`config.mk`:
```
export PLATFORM = sky130hd
export DESIGN_NAME = control_unit_flat
export DESIGN_NICKNAME = d
export VERILOG_FILES = /design/src/rtl/control_pkg.sv /design/src/rtl/control_unit_if.sv /design/src/rtl/reg_decode_4to16.sv /design/src/rtl/control_unit.sv /design/src/flat_wrapper.sv
export SDC_FILE = /design/constraint.sdc
export NUM_CORES = 1
export LEC_CHECK = 0
export CAP_MARGIN = 25
export CORE_ASPECT_RATIO = 1.5
export CORE_UTILIZATION = 30
export DETAILED_ROUTE_END_ITERATION = 10
export PLACE_DENSITY = 0.81
export SLEW_MARGIN = 20
export SYNTH_ARGS = -nofsm -noshare
export SYNTH_HDL_FRONTEND = slang
export SYNTH_SLANG_ARGS = --single-unit
```
`constraint.sdc`:
```
create_clock -name Clock -period 3.8 [get_ports Clock]
set_input_delay 1.14 -clock Clock [delete_from_list [all_inputs] [get_ports Clock]]
set_output_delay 1.14 -clock Clock [all_outputs]
set_load 0.02 [all_outputs]
```
`src/rtl/control_pkg.sv`:
```
// rtl/control_pkg.sv - opcode/ALU constants, state encoding and decode helpers for the mini-SRC sequencer
package control_pkg;

  localparam logic [4:0] OP_ADD  = 5'b00011;
  localparam logic [4:0] OP_SUB  = 5'b00100;
  localparam logic [4:0] OP_AND  = 5'b00101;
  localparam logic [4:0] OP_OR   = 5'b00110;
  localparam logic [4:0] OP_SHR  = 5'b00111;
  localparam logic [4:0] OP_SHRA = 5'b01000;
  localparam logic [4:0] OP_SHL  = 5'b01001;
  localparam logic [4:0] OP_ROR  = 5'b01010;
  localparam logic [4:0] OP_ROL  = 5'b01011;
  localparam logic [4:0] OP_ADDI = 5'b01100;
  localparam logic [4:0] OP_ANDI = 5'b01101;
  localparam logic [4:0] OP_ORI  = 5'b01110;
  localparam logic [4:0] OP_NOP  = 5'b11010;
  localparam logic [4:0] OP_HALT = 5'b11011;

  localparam logic [4:0] ALU_NONE = 5'b00000;
  localparam logic [4:0] ALU_ADD  = 5'b00011;
  localparam logic [4:0] ALU_AND  = 5'b00101;
  localparam logic [4:0] ALU_OR   = 5'b00110;

  typedef enum logic [3:0] {
    S_T0   = 4'd0,
    S_T1   = 4'd1,
    S_T2   = 4'd2,
    S_T3   = 4'd3,
    S_T4   = 4'd4,
    S_T5   = 4'd5,
    S_HALT = 4'd6
  } state_t;

  function automatic logic is_rfmt(input logic [4:0] op);
    return (op >= OP_ADD) && (op <= OP_ROL);
  endfunction

  function automatic logic is_imm(input logic [4:0] op);
    return (op == OP_ADDI) || (op == OP_ANDI) || (op == OP_ORI);
  endfunction

  // R-format ops use their own opcode as the ALU code; immediates map onto the R-format equivalent.
  function automatic logic [4:0] alu_code(input logic [4:0] op);
    logic [4:0] code;
    case (op)
      OP_ADDI: code = ALU_ADD;
      OP_ANDI: code = ALU_AND;
      OP_ORI:  code = ALU_OR;
      default: code = is_rfmt(op) ? op : ALU_NONE;
    endcase
    return code;
  endfunction

endpackage

```
`src/rtl/control_unit_if.sv`:
```
// rtl/control_unit_if.sv - sequencer <-> datapath strobe and instruction bundle
interface control_unit_if;
  logic [31:0] IR;
  logic        Stop;
  logic        PCout, ZLOout, MDRout, Cout;
  logic        MARin, PCin, MDRin, IRin, Yin, Zin;
  logic        IncrementPC, Read, Run;
  logic [15:0] Rin, Rout;
  logic [4:0]  ALUControl;

  modport master (
    input  IR, Stop,
    output PCout, ZLOout, MDRout, Cout, MARin, PCin, MDRin, IRin, Yin, Zin,
    output IncrementPC, Read, Run, Rin, Rout, ALUControl
  );

  modport slave (
    output IR, Stop,
    input  PCout, ZLOout, MDRout, Cout, MARin, PCin, MDRin, IRin, Yin, Zin,
    input  IncrementPC, Read, Run, Rin, Rout, ALUControl
  );
endinterface

```
`src/rtl/reg_decode_4to16.sv`:
```
// rtl/reg_decode_4to16.sv - 4-bit register field to one-hot 16 enable
module reg_decode_4to16 (
  input  logic [3:0]  field,
  input  logic        en,
  output logic [15:0] onehot
);
  assign onehot = en ? (16'd1 << field) : 16'd0;
endmodule

```
`src/rtl/control_unit.sv`:
```
// rtl/control_unit.sv - hardwired fetch/decode/execute sequencer driving mini-SRC datapath strobes
module control_unit
  import control_pkg::*;
(
  input  logic           Clock,
  input  logic           Reset,
  control_unit_if.master bus
);

  state_t state_q, state_d;

  logic [4:0] op;
  logic [3:0] ra, rb, rc, rout_field;
  logic       rin_en, rout_en;
  logic       pc_out, zlo_out, mdr_out, c_out;
  logic       mar_in, pc_in, mdr_in, ir_in, y_in, z_in;
  logic       inc_pc, rd, run;
  logic [4:0] alu_ctl;

  assign op = bus.IR[31:27];
  assign ra = bus.IR[26:23];
  assign rb = bus.IR[22:19];
  assign rc = bus.IR[18:15];

  always_ff @(posedge Clock or posedge Reset) begin
    if (Reset) state_q <= S_T0;
    else       state_q <= state_d;
  end

  always_comb begin
    state_d = state_q;
    case (state_q)
      S_T0: state_d = S_T1;
      S_T1: state_d = S_T2;
      S_T2: begin
        if (is_rfmt(op) || is_imm(op)) state_d = S_T3;
        else if (op == OP_HALT)        state_d = S_HALT;
        else                           state_d = bus.Stop ? S_HALT : S_T0;
      end
      S_T3: state_d = S_T4;
      S_T4: state_d = S_T5;
      S_T5: state_d = bus.Stop ? S_HALT : S_T0;
      default: state_d = S_HALT;
    endcase
  end

  // Every strobe is gated by Reset so the datapath sees nothing while the sequencer is held in T0.
  always_comb begin
    pc_out  = 1'b0; zlo_out = 1'b0; mdr_out = 1'b0; c_out  = 1'b0;
    mar_in  = 1'b0; pc_in   = 1'b0; mdr_in  = 1'b0; ir_in  = 1'b0;
    y_in    = 1'b0; z_in    = 1'b0; inc_pc  = 1'b0; rd     = 1'b0;
    rin_en  = 1'b0; rout_en = 1'b0; alu_ctl = ALU_NONE;
    rout_field = rb;
    run     = !Reset && (state_q != S_HALT);
    if (!Reset) begin
      case (state_q)
        S_T0: begin
          pc_out = 1'b1; mar_in = 1'b1; inc_pc = 1'b1; z_in = 1'b1;
        end
        S_T1: begin
          zlo_out = 1'b1; pc_in = 1'b1; rd = 1'b1; mdr_in = 1'b1;
        end
        S_T2: begin
          mdr_out = 1'b1; ir_in = 1'b1;
        end
        S_T3: begin
          rout_en = 1'b1; y_in = 1'b1;
        end
        S_T4: begin
          rout_field = rc;
          rout_en    = is_rfmt(op);
          c_out      = is_imm(op);
          alu_ctl    = alu_code(op);
          z_in       = 1'b1;
        end
        S_T5: begin
          zlo_out = 1'b1; rin_en = 1'b1;
        end
        default: ;
      endcase
    end
  end

  reg_decode_4to16 u_rin_dec (
    .field  (ra),
    .en     (rin_en),
    .onehot (bus.Rin)
  );

  reg_decode_4to16 u_rout_dec (
    .field  (rout_field),
    .en     (rout_en),
    .onehot (bus.Rout)
  );

  assign bus.PCout       = pc_out;
  assign bus.ZLOout      = zlo_out;
  assign bus.MDRout      = mdr_out;
  assign bus.Cout        = c_out;
  assign bus.MARin       = mar_in;
  assign bus.PCin        = pc_in;
  assign bus.MDRin       = mdr_in;
  assign bus.IRin        = ir_in;
  assign bus.Yin         = y_in;
  assign bus.Zin         = z_in;
  assign bus.IncrementPC = inc_pc;
  assign bus.Read        = rd;
  assign bus.Run         = run;
  assign bus.ALUControl  = alu_ctl;

endmodule

```
`src/flat_wrapper.sv`:
```
// flat-port wrapper written by rule: the top's interface ports become plain ports
module control_unit_flat import control_pkg::*;
  (Clock, Reset, bus_IR, bus_Stop, bus_PCout, bus_ZLOout, bus_MDRout, bus_Cout, bus_MARin, bus_PCin, bus_MDRin, bus_IRin, bus_Yin, bus_Zin, bus_IncrementPC, bus_Read, bus_Run, bus_Rin, bus_Rout, bus_ALUControl);
  control_unit_if bus_i ();
  input  logic Clock;
  input  logic Reset;
  input wire logic [$bits(bus_i.IR)-1:0] bus_IR;
  input wire logic [$bits(bus_i.Stop)-1:0] bus_Stop;
  output wire logic [$bits(bus_i.PCout)-1:0] bus_PCout;
  output wire logic [$bits(bus_i.ZLOout)-1:0] bus_ZLOout;
  output wire logic [$bits(bus_i.MDRout)-1:0] bus_MDRout;
  output wire logic [$bits(bus_i.Cout)-1:0] bus_Cout;
  output wire logic [$bits(bus_i.MARin)-1:0] bus_MARin;
  output wire logic [$bits(bus_i.PCin)-1:0] bus_PCin;
  output wire logic [$bits(bus_i.MDRin)-1:0] bus_MDRin;
  output wire logic [$bits(bus_i.IRin)-1:0] bus_IRin;
  output wire logic [$bits(bus_i.Yin)-1:0] bus_Yin;
  output wire logic [$bits(bus_i.Zin)-1:0] bus_Zin;
  output wire logic [$bits(bus_i.IncrementPC)-1:0] bus_IncrementPC;
  output wire logic [$bits(bus_i.Read)-1:0] bus_Read;
  output wire logic [$bits(bus_i.Run)-1:0] bus_Run;
  output wire logic [$bits(bus_i.Rin)-1:0] bus_Rin;
  output wire logic [$bits(bus_i.Rout)-1:0] bus_Rout;
  output wire logic [$bits(bus_i.ALUControl)-1:0] bus_ALUControl;
  assign bus_i.IR = bus_IR;
  assign bus_i.Stop = bus_Stop;
  assign bus_PCout = bus_i.PCout;
  assign bus_ZLOout = bus_i.ZLOout;
  assign bus_MDRout = bus_i.MDRout;
  assign bus_Cout = bus_i.Cout;
  assign bus_MARin = bus_i.MARin;
  assign bus_PCin = bus_i.PCin;
  assign bus_MDRin = bus_i.MDRin;
  assign bus_IRin = bus_i.IRin;
  assign bus_Yin = bus_i.Yin;
  assign bus_Zin = bus_i.Zin;
  assign bus_IncrementPC = bus_i.IncrementPC;
  assign bus_Read = bus_i.Read;
  assign bus_Run = bus_i.Run;
  assign bus_Rin = bus_i.Rin;
  assign bus_Rout = bus_i.Rout;
  assign bus_ALUControl = bus_i.ALUControl;
  control_unit u_core (.Clock(Clock), .Reset(Reset), .bus(bus_i));
endmodule
```
Yosys cells after proc, flatten, opt, wreduce, memory -nomap -nowiden
Index checks and enable logic that the tools add are counted.

$lt $le $gt $ge: 2. Equal/unequal tests: 10. Shift-type cells: 2. Multiplexer cells: 30. Reduce and logical (&&, ||, !) cells: 9.

Operators with widths (number): 16-bit two-way mux (2); 1-bit by 4-bit << shifter with 16-bit output, first input constant (2); 4-bit one-hot mux with 6 select lines (1); 1-bit two-way mux (17); 4-bit two-way mux (4); 5-bit by 4-bit == test with 1-bit output, second input constant (3); 5-bit two-way mux (3); 5-bit one-hot mux with 3 select lines (1); 4-bit by 2-bit == test with 1-bit output, second input constant (2); 4-bit by 3-bit == test with 1-bit output, second input constant (2); 5-bit == test, second input constant (1); 5-bit by 2-bit greater-or-equal comparator with 1-bit output, second input constant (1); 5-bit by 4-bit <= comparator with 1-bit output, second input constant (1); 4-bit by 1-bit == test with 1-bit output, second input constant (1); 4-bit logical NOT (1); 4-bit by 3-bit inequality test with 1-bit output, second input constant (1); 2-bit OR reduction (2); 1-bit logical OR (3); 3-bit two-way mux (1); 1-bit logical AND (2); 1-bit one-hot mux with 2 select lines (1); 1-bit logical NOT (1).

Register bits after elaboration: 4. Output and inout port bits: 50.

Logic depth before layout (Yosys ltp)
Gate-level depths: netlist of the first run.

Word-level depth: 6. Gate-level depth with buffers: 5. Mapped depth without buffers: 3.

Cells and area by module
Synthesis of the first run repeated with hierarchy kept, for this count alone.

Cells, all modules: 109. Area, all modules: 726.9 um^2.

By module, submodules not included: control_unit (times used 1, cells an instance 63, area an instance 486.7 um^2); reg_decode_4to16 (times used 2, cells an instance 23, area an instance 120.1 um^2).

Worst setup path before layout of the first run
Ideal clock, no wire load.

Path type: input-to-output. Start point: input port Reset. End point: output port bus_Rout[0]. Arrival: 2.850 ns. Required time: 2.660 ns. Path slack: -0.190 ns. Stages: 5. Path buffers: 2. Cells stage by stage: buf_4 -> nor4b_4 -> buf_6 -> mux2_2 -> nor4_1.

Cells in the longest elaborated chain, start to end: 3. Elaborated cells on any way between the ends: 4. Those cells by class: shift (1); mux (3).

RTL lines: start, declared (RTL line flat_wrapper.sv:6) `input logic Reset;`; 4-bit two-way mux (RTL line control_unit.sv:55) `if (!Reset) begin`; 1-bit by 4-bit << shifter with 16-bit output (RTL line reg_decode_4to16.sv:7) `assign onehot = en ? (16'd1 << field) : 16'd0;`; 16-bit two-way mux (*) (RTL line reg_decode_4to16.sv:7); end, declared (RTL line flat_wrapper.sv:23) `output wire logic [$bits(bus_i.Rout)-1:0] bus_Rout;`.

Mark *: on every way between the ends. The rest lies on a longest branch, timed or not.

Worst setup path after layout of the first run
Start point: input port bus_IR[31]. End point: output port bus_Rout[3].

Cells in the longest elaborated chain, start to end: 5. Elaborated cells on any way between the ends: 6. Those cells by class: order compare (2); mux (3); reduce/logical (1).

RTL lines: start, declared (RTL line flat_wrapper.sv:7) `input wire logic [$bits(bus_i.IR)-1:0] bus_IR;`; 5-bit by 2-bit greater-or-equal comparator with 1-bit output / 5-bit by 4-bit <= comparator with 1-bit output (equally long branches) (RTL line control_pkg.sv:35) `return (op >= OP_ADD) && (op <= OP_ROL);`; 1-bit logical AND (*) (RTL line control_pkg.sv:35); 1-bit one-hot mux with 2 select lines (*) (RTL line control_unit.sv:56) `case (state_q)`; 1-bit two-way mux (*) (RTL line control_unit.sv:55); 16-bit two-way mux (*) (RTL line reg_decode_4to16.sv:7).

Marks and branches as above.

==> results_dict.tcl, run 1 <==
set metrics [dict create \
    area_growth_pct 132.6 \
    utilization_pct 74.38 \
    crit_family "buffers and inverters" \
    core-area_um2 2676 \
    crit_path_end_kind "primary output" \
    final_nets 246 \
    syn_nets 158 \
    reg.largest.list "u_core.state_q (3)" \
    clock_path_buffers 2 \
    slew_violations 0 \
    final_common_cell "buf_4" \
    fin_crit_ns 3.804 \
    crit_fanout 8 \
    cp_slowest_stage_delay_ns 0.44 \
    ys_ff_latch 3 \
    top_register "u_core.state_q" \
    setup_slack_ns -0.004414 \
    cts_made_buffers 3 \
    die_h_um 67.42 \
    cp.required_ns 2.66 \
    mostFrequentLayoutCells "buf_4, clkdlybuf4s50_1, nor2_1, dlygate4sd2_1, nor4_4" \
    crit_chain "clkdlybuf4s50_1, inv_1, a41oi_4, buf_12, nor4_4, buf_2" \
    path_clk_slew_ns 0.03 \
    worst_setup_path_start_kind "primary input" \
    finalHoldViolations 0 \
    min_path_type "reg2reg" \
    critical_path_arrival_ns 2.66 \
    hold-worst-slack_ns 0.7005 \
    nFillCells 199 \
    syn_avg_cell_area_um2 6.958 \
    ios 85 \
    cts_tree "built" \
    ant_nets 0 \
    grt_max_degree 16 \
    violations "negative setup slack" \
    via_per_inst 5.583 \
    drtPass1Iterations 4 \
    seq_area_frac_synth_pct 8.772 \
    layout-drive-gt1-share_pct 40.48 \
    via_count 1379 \
    dieArea_um2 3075 \
    insertion_delay_ns 0.22 \
    track_usage_pct 24.25 \
    fmax_mhz 262.9 \
    maxCapViolCount 0 \
    crit_path_top_delay_cell "clkdlybuf4s50_1" \
    grt_pass1_vias 1268 \
    powerDensity_nw_per_um2 366.7 \
    die_x_um 45.61 \
    fin_worst_skew_ns 0.004268 \
    cts_root_buf "clkbuf_8" \
    dp_hpwl_um 2616 \
    synth_warnings 0 \
    drt-initial-drc-count 24 \
    initial_core_util_pct 31.98 \
    htree_levels 1 \
    worst_ir_drop_vdd_uv 261.5 \
    wl_per_cell_um 16.41 \
    largest_reg_flops 3 \
    path_buf_inv 4 \
    yosysUniqueCellTypes 39 \
    overflow 0 \
    num_rows 23 \
    drt_wl_total_um 4053 \
    diodes 0 \
    timing.final.crit_share_pct 100.1 \
    ff_latch_area_um2 75.07 \
    rsz0062_at_grt "true" \
    ys_async_sr_fraction_pct 100.0 \
    drc 0 \
    setup_viol 1 \
    gp_congestion 0.6967 \
    cts.sinks 3 \
    finalSetupTns_ns -0.004414 \
    port_buffers 68 \
    netlist_area_um2 855.8 \
    critical_path_class "in2out" \
    outcome "finished with violations" \
    grt_pass1_wl_um 5547 \
    ys.flop_type "dfrtp_1" \
    syn_inst 123 \
    multi_input_area_um2 902.1 \
    synth_edf_count 0 \
    antenna_found_initial 0 \
    p_leak_nw 0.8750 \
]
## cells in the mapped netlist (2+ instances only)
library cell | n | area [µm²]
nand2_1 | 5 | 18.77
mux2_2 | 4 | 45.04
nor2b_1 | 4 | 25.02
inv_1 | 5 | 18.77
nand3b_1 | 3 | 22.52
a21oi_1 | 4 | 20.02
clkbuf_1 | 5 | 18.77
nor3_1 | 9 | 45.04
buf_4 | 7 | 52.55
mux2i_1 | 4 | 40.04
nand2b_1 | 3 | 18.77
and4bb_2 | 2 | 25.02
nor2_1 | 17 | 63.81
nor4_1 | 18 | 112.6
and4_1 | 2 | 17.52
dfrtp_1 | 3 | 75.07
a211oi_1 | 2 | 15.01
and3_1 | 2 | 12.51
buf_6 | 2 | 22.52
a31oi_1 | 2 | 12.51
buf_2 | 2 | 10.01
## power breakdown
group / switching [mW] / total (mW) / internal, mW / leakage (nW)
combinational: 0.304 / 0.572 / 0.267 / 0.817
sequential: 0.0166 / 0.0656 / 0.0490 / 0.0354
clock: 0.0210 / 0.0925 / 0.0715 / 0.0228
## through the flow
stage / cells / power [mW] / setup slack (ns) / cell area [µm²]
floorplan: 123 / 0.3406 / -0.1895 / 899.6
global placement: 234 / 0.4785 / -0.8636 / 1688
detailed placement: 234 / 0.4998 / -0.9280 / 1688
CTS: 245 / 0.6717 / 0.0001041 / 1862
global route: 247 / 0.7642 / -0.07724 / 1991
finish: 247 / 0.7299 / -0.004414 / 1991
## area by class of cell
type,count,share of cell area [%]
clock buffers,4,2.263
inverters,5,0.9428
multi-input cells,99,45.32
flip-flops and latches,3,3.771
well taps,37,2.326
repair buffers,99,45.38
## layer usage
metal | vias up | track usage, % | part of all wire (%)
li1 | 634 | - | -
met1 | 658 | 23.55 | 35
met2 | 76 | 46.61 | 56
met3 | 11 | 4.011 | 6.5
met4 | 0 | 11.74 | 3.3
met5 | - | 0 | 0
## final timing paths
kind / startpoint / to / slack [ns] / depth (start not counted)
hold / removal: u_core.state_q[0] / u_core.state_q[0] / 0.70 / 2
max in group asynchronous: Reset / u_core.state_q[1] / 2.70 / 3
min in group asynchronous: Reset / u_core.state_q[2] / 0.97 / 3
hold reg to reg: u_core.state_q[0] / u_core.state_q[0] / 0.70 / 2
setup reg to reg: u_core.state_q[0] / u_core.state_q[2] / 2.38 / 4
setup / recovery: bus_IR[31] / bus_Rout[3] / -0.004 / 6
## tightest hold or removal path, cell delays in order (launching register included)
cell,delay [ns]
dfrtp_1,0.39
buf_4,0.20
a21oi_1,0.06
## timing repair
item | 4_1_cts | 5_1_grt
pin swaps | 5 | 5
buffers inserted | 7 | 1
endpoints found under the setup margin | 49 | 18
gates cloned | 0 | 1
resized for setup | 150 | 23
hold buffers | 0 | 0
## logic make-up after synthesis
family	count (synthesis)	share of synthesized area (%)
buffers and inverters	21	14.33
multiplexers	9	11.55
AND/OR/NAND/NOR	75	52.78
AO/OA/AOI/OAI	14	12.13
other	1	0.4382
flip-flops	3	8.772
(Power assumes the default switching activity.)
==> inputs of run 2 (changes only) <==
--- a/config.mk
+++ b/config.mk
@@ -6,10 +6,10 @@
 export NUM_CORES = 1
 export LEC_CHECK = 0
 export CAP_MARGIN = 25
-export CORE_ASPECT_RATIO = 1.5
-export CORE_UTILIZATION = 30
+export CORE_UTILIZATION = 55
 export DETAILED_ROUTE_END_ITERATION = 10
-export PLACE_DENSITY = 0.81
+export DONT_BUFFER_PORTS = 1
+export PLACE_DENSITY = 0.69
 export SLEW_MARGIN = 20
 export SYNTH_ARGS = -nofsm -noshare
 export SYNTH_HDL_FRONTEND = slang
==> results_dict.tcl, run 2 (synthesis gave the netlist of run 1 again) <==
set metrics [dict create \
    gp_congestion 0.7531 \
    insertion_delay_ns 0.23 \
    dieArea_um2 1718 \
    track_usage_pct 27.76 \
    postCtsSetupBuffers 0 \
    slew_headroom_pct 49.12 \
    mostFrequentLayoutCells "buf_4, nor2_1, nor4_1" \
    outcome "finished, final reports clean" \
    die_x_um 41.45 \
    maxCapViolCount 0 \
    worst_pin_slew_ns 0.7420 \
    diodes 0 \
    port_buffers 0 \
    ant_nets 0 \
    grt_max_degree 17 \
    dpl_cell_area_um2 1056 \
    cts_hold_buf 0 \
    utilization_pct 79.21 \
    p_leak_nw 0.4076 \
    drt-initial-drc-count 23 \
    htree_levels 1 \
    cts.sinks 3 \
    cts_made_buffers 3 \
    p_comb_share_pct 62.8 \
    worst_ir_drop_vdd_uv 288.7 \
    critical_path_class "in2out" \
    cp.required_ns 2.66 \
    pwr-share-clk_pct 12.9 \
    cts_tree "built" \
    grt_pass1_wl_um 3995 \
    die_h_um 41.45 \
    min_path_type "in2async" \
    layout-drive-gt1-share_pct 37.59 \
    reg.largest.list "u_core.state_q (3)" \
    wl_per_cell_um 14.78 \
    top_register "u_core.state_q" \
    drt_wl_total_um 2305 \
    cts_root_buf "clkbuf_4" \
    critical_path_arrival_ns 2.52 \
    core-area_um2 1366 \
    crit_path_end_kind "primary output" \
    via_count 1003 \
    worst_setup_path_start_kind "primary input" \
    post-place-ws_ns 0.1513 \
    slew_violations 0 \
    ios 85 \
    clock_path_buffers 2 \
    hold-worst-slack_ns 0.6652 \
    dp_hpwl_um 1814 \
    final_cell_area_um2 1082 \
    setup_slack_ns 0.1441 \
    fin_crit_ns 3.656 \
    p_int_mw 0.1997 \
    p_sw_mw 0.2321 \
    rsz0062_at_grt "false" \
    post_cts_resized 0 \
    num_rows 13 \
    drc 0 \
    powerDensity_nw_per_um2 399.0 \
    path_clk_slew_ns 0.04 \
    dp.cells 152 \
    area_growth_pct 26.46 \
    power_frac_seq_pct 24.3 \
    fin_worst_skew_ns 0.0006748 \
    finalSetupTns_ns 0 \
    overflow 0 \
    initial_core_util_pct 62.64 \
    final_nets 177 \
    instances_no_fill 156 \
    power_mw 0.4318 \
    setup_viol 0 \
    timing.final.crit_share_pct 96.21 \
    crit_fanout 10 \
    drtPass1Iterations 4 \
    antenna_found_initial 0 \
    final_common_cell "buf_4" \
    largest_reg_flops 3 \
    finalHoldViolations 0 \
    grt_pass1_vias 909 \
    fmax_mhz 273.5 \
    p_sw_share_pct 53.75 \
    via_per_inst 6.429 \
]
==> run 2: cell types whose count changed in the layout (fill, tap and decap cells not counted), sizes merged <==
cell	change
clkbuf	-3
dlymetal6s2s	-4
dlygate4sd2	-17
clkdlybuf4s15	-3
buf	-18
clkdlybuf4s50	-24
==> run 2: worst paths after layout <==
check                                  startpoint           endpoint  slack, ns  cells past startpoint
worst max-delay path                        Reset       bus_Rout[10]       0.14                      5
worst min register to register  u_core.state_q[1]  u_core.state_q[0]       0.73                      1
worst min-delay path                        Reset  u_core.state_q[0]       0.67                      1
min in group Clock              u_core.state_q[1]  u_core.state_q[0]       0.73                      1
worst max register to register  u_core.state_q[0]  u_core.state_q[2]       2.37                      3
max in group asynchronous                   Reset  u_core.state_q[1]       3.01                      1
==> run 2: cell type report <==
cell class | count | area (µm²)
clock buffer | 4 | 26.28
timing repair buffer | 30 | 225.2
tap | 15 | 18.77
fill | 106 | 284.0
multi-input combinational | 99 | 718.2
inverter | 5 | 18.77
sequential | 3 | 75.07
==> run 2: per-layer routing <==
metal / track usage, % / vias to the layer above / share of wire [%]
met2: 48.13 / 40 / 53
met5: 0 / - / 0
met3: 4.348 / 2 / 6.3
met4: 9.677 / 0 / 0.35
li1: - / 495 / -
met1: 34.39 / 466 / 40
==> run 2: critical path, cell delays in order <==
cell     delay (ns)
nor4b_4        0.19
buf_4          0.20
mux2i_1        0.65
nor4_1         0.13
buf_4          0.20
==> run 2: power groups by stage <==
stage | logic, mW | registers (mW) | clock network [mW]
after floorplan | 0.278 | 0.0623 | 0
after global placement | 0.261 | 0.101 | 0
after global routing | 0.298 | 0.111 | 0.0591
after detailed placement | 0.270 | 0.104 | 0
after CTS | 0.271 | 0.102 | 0.0566
final | 0.271 | 0.105 | 0.0556
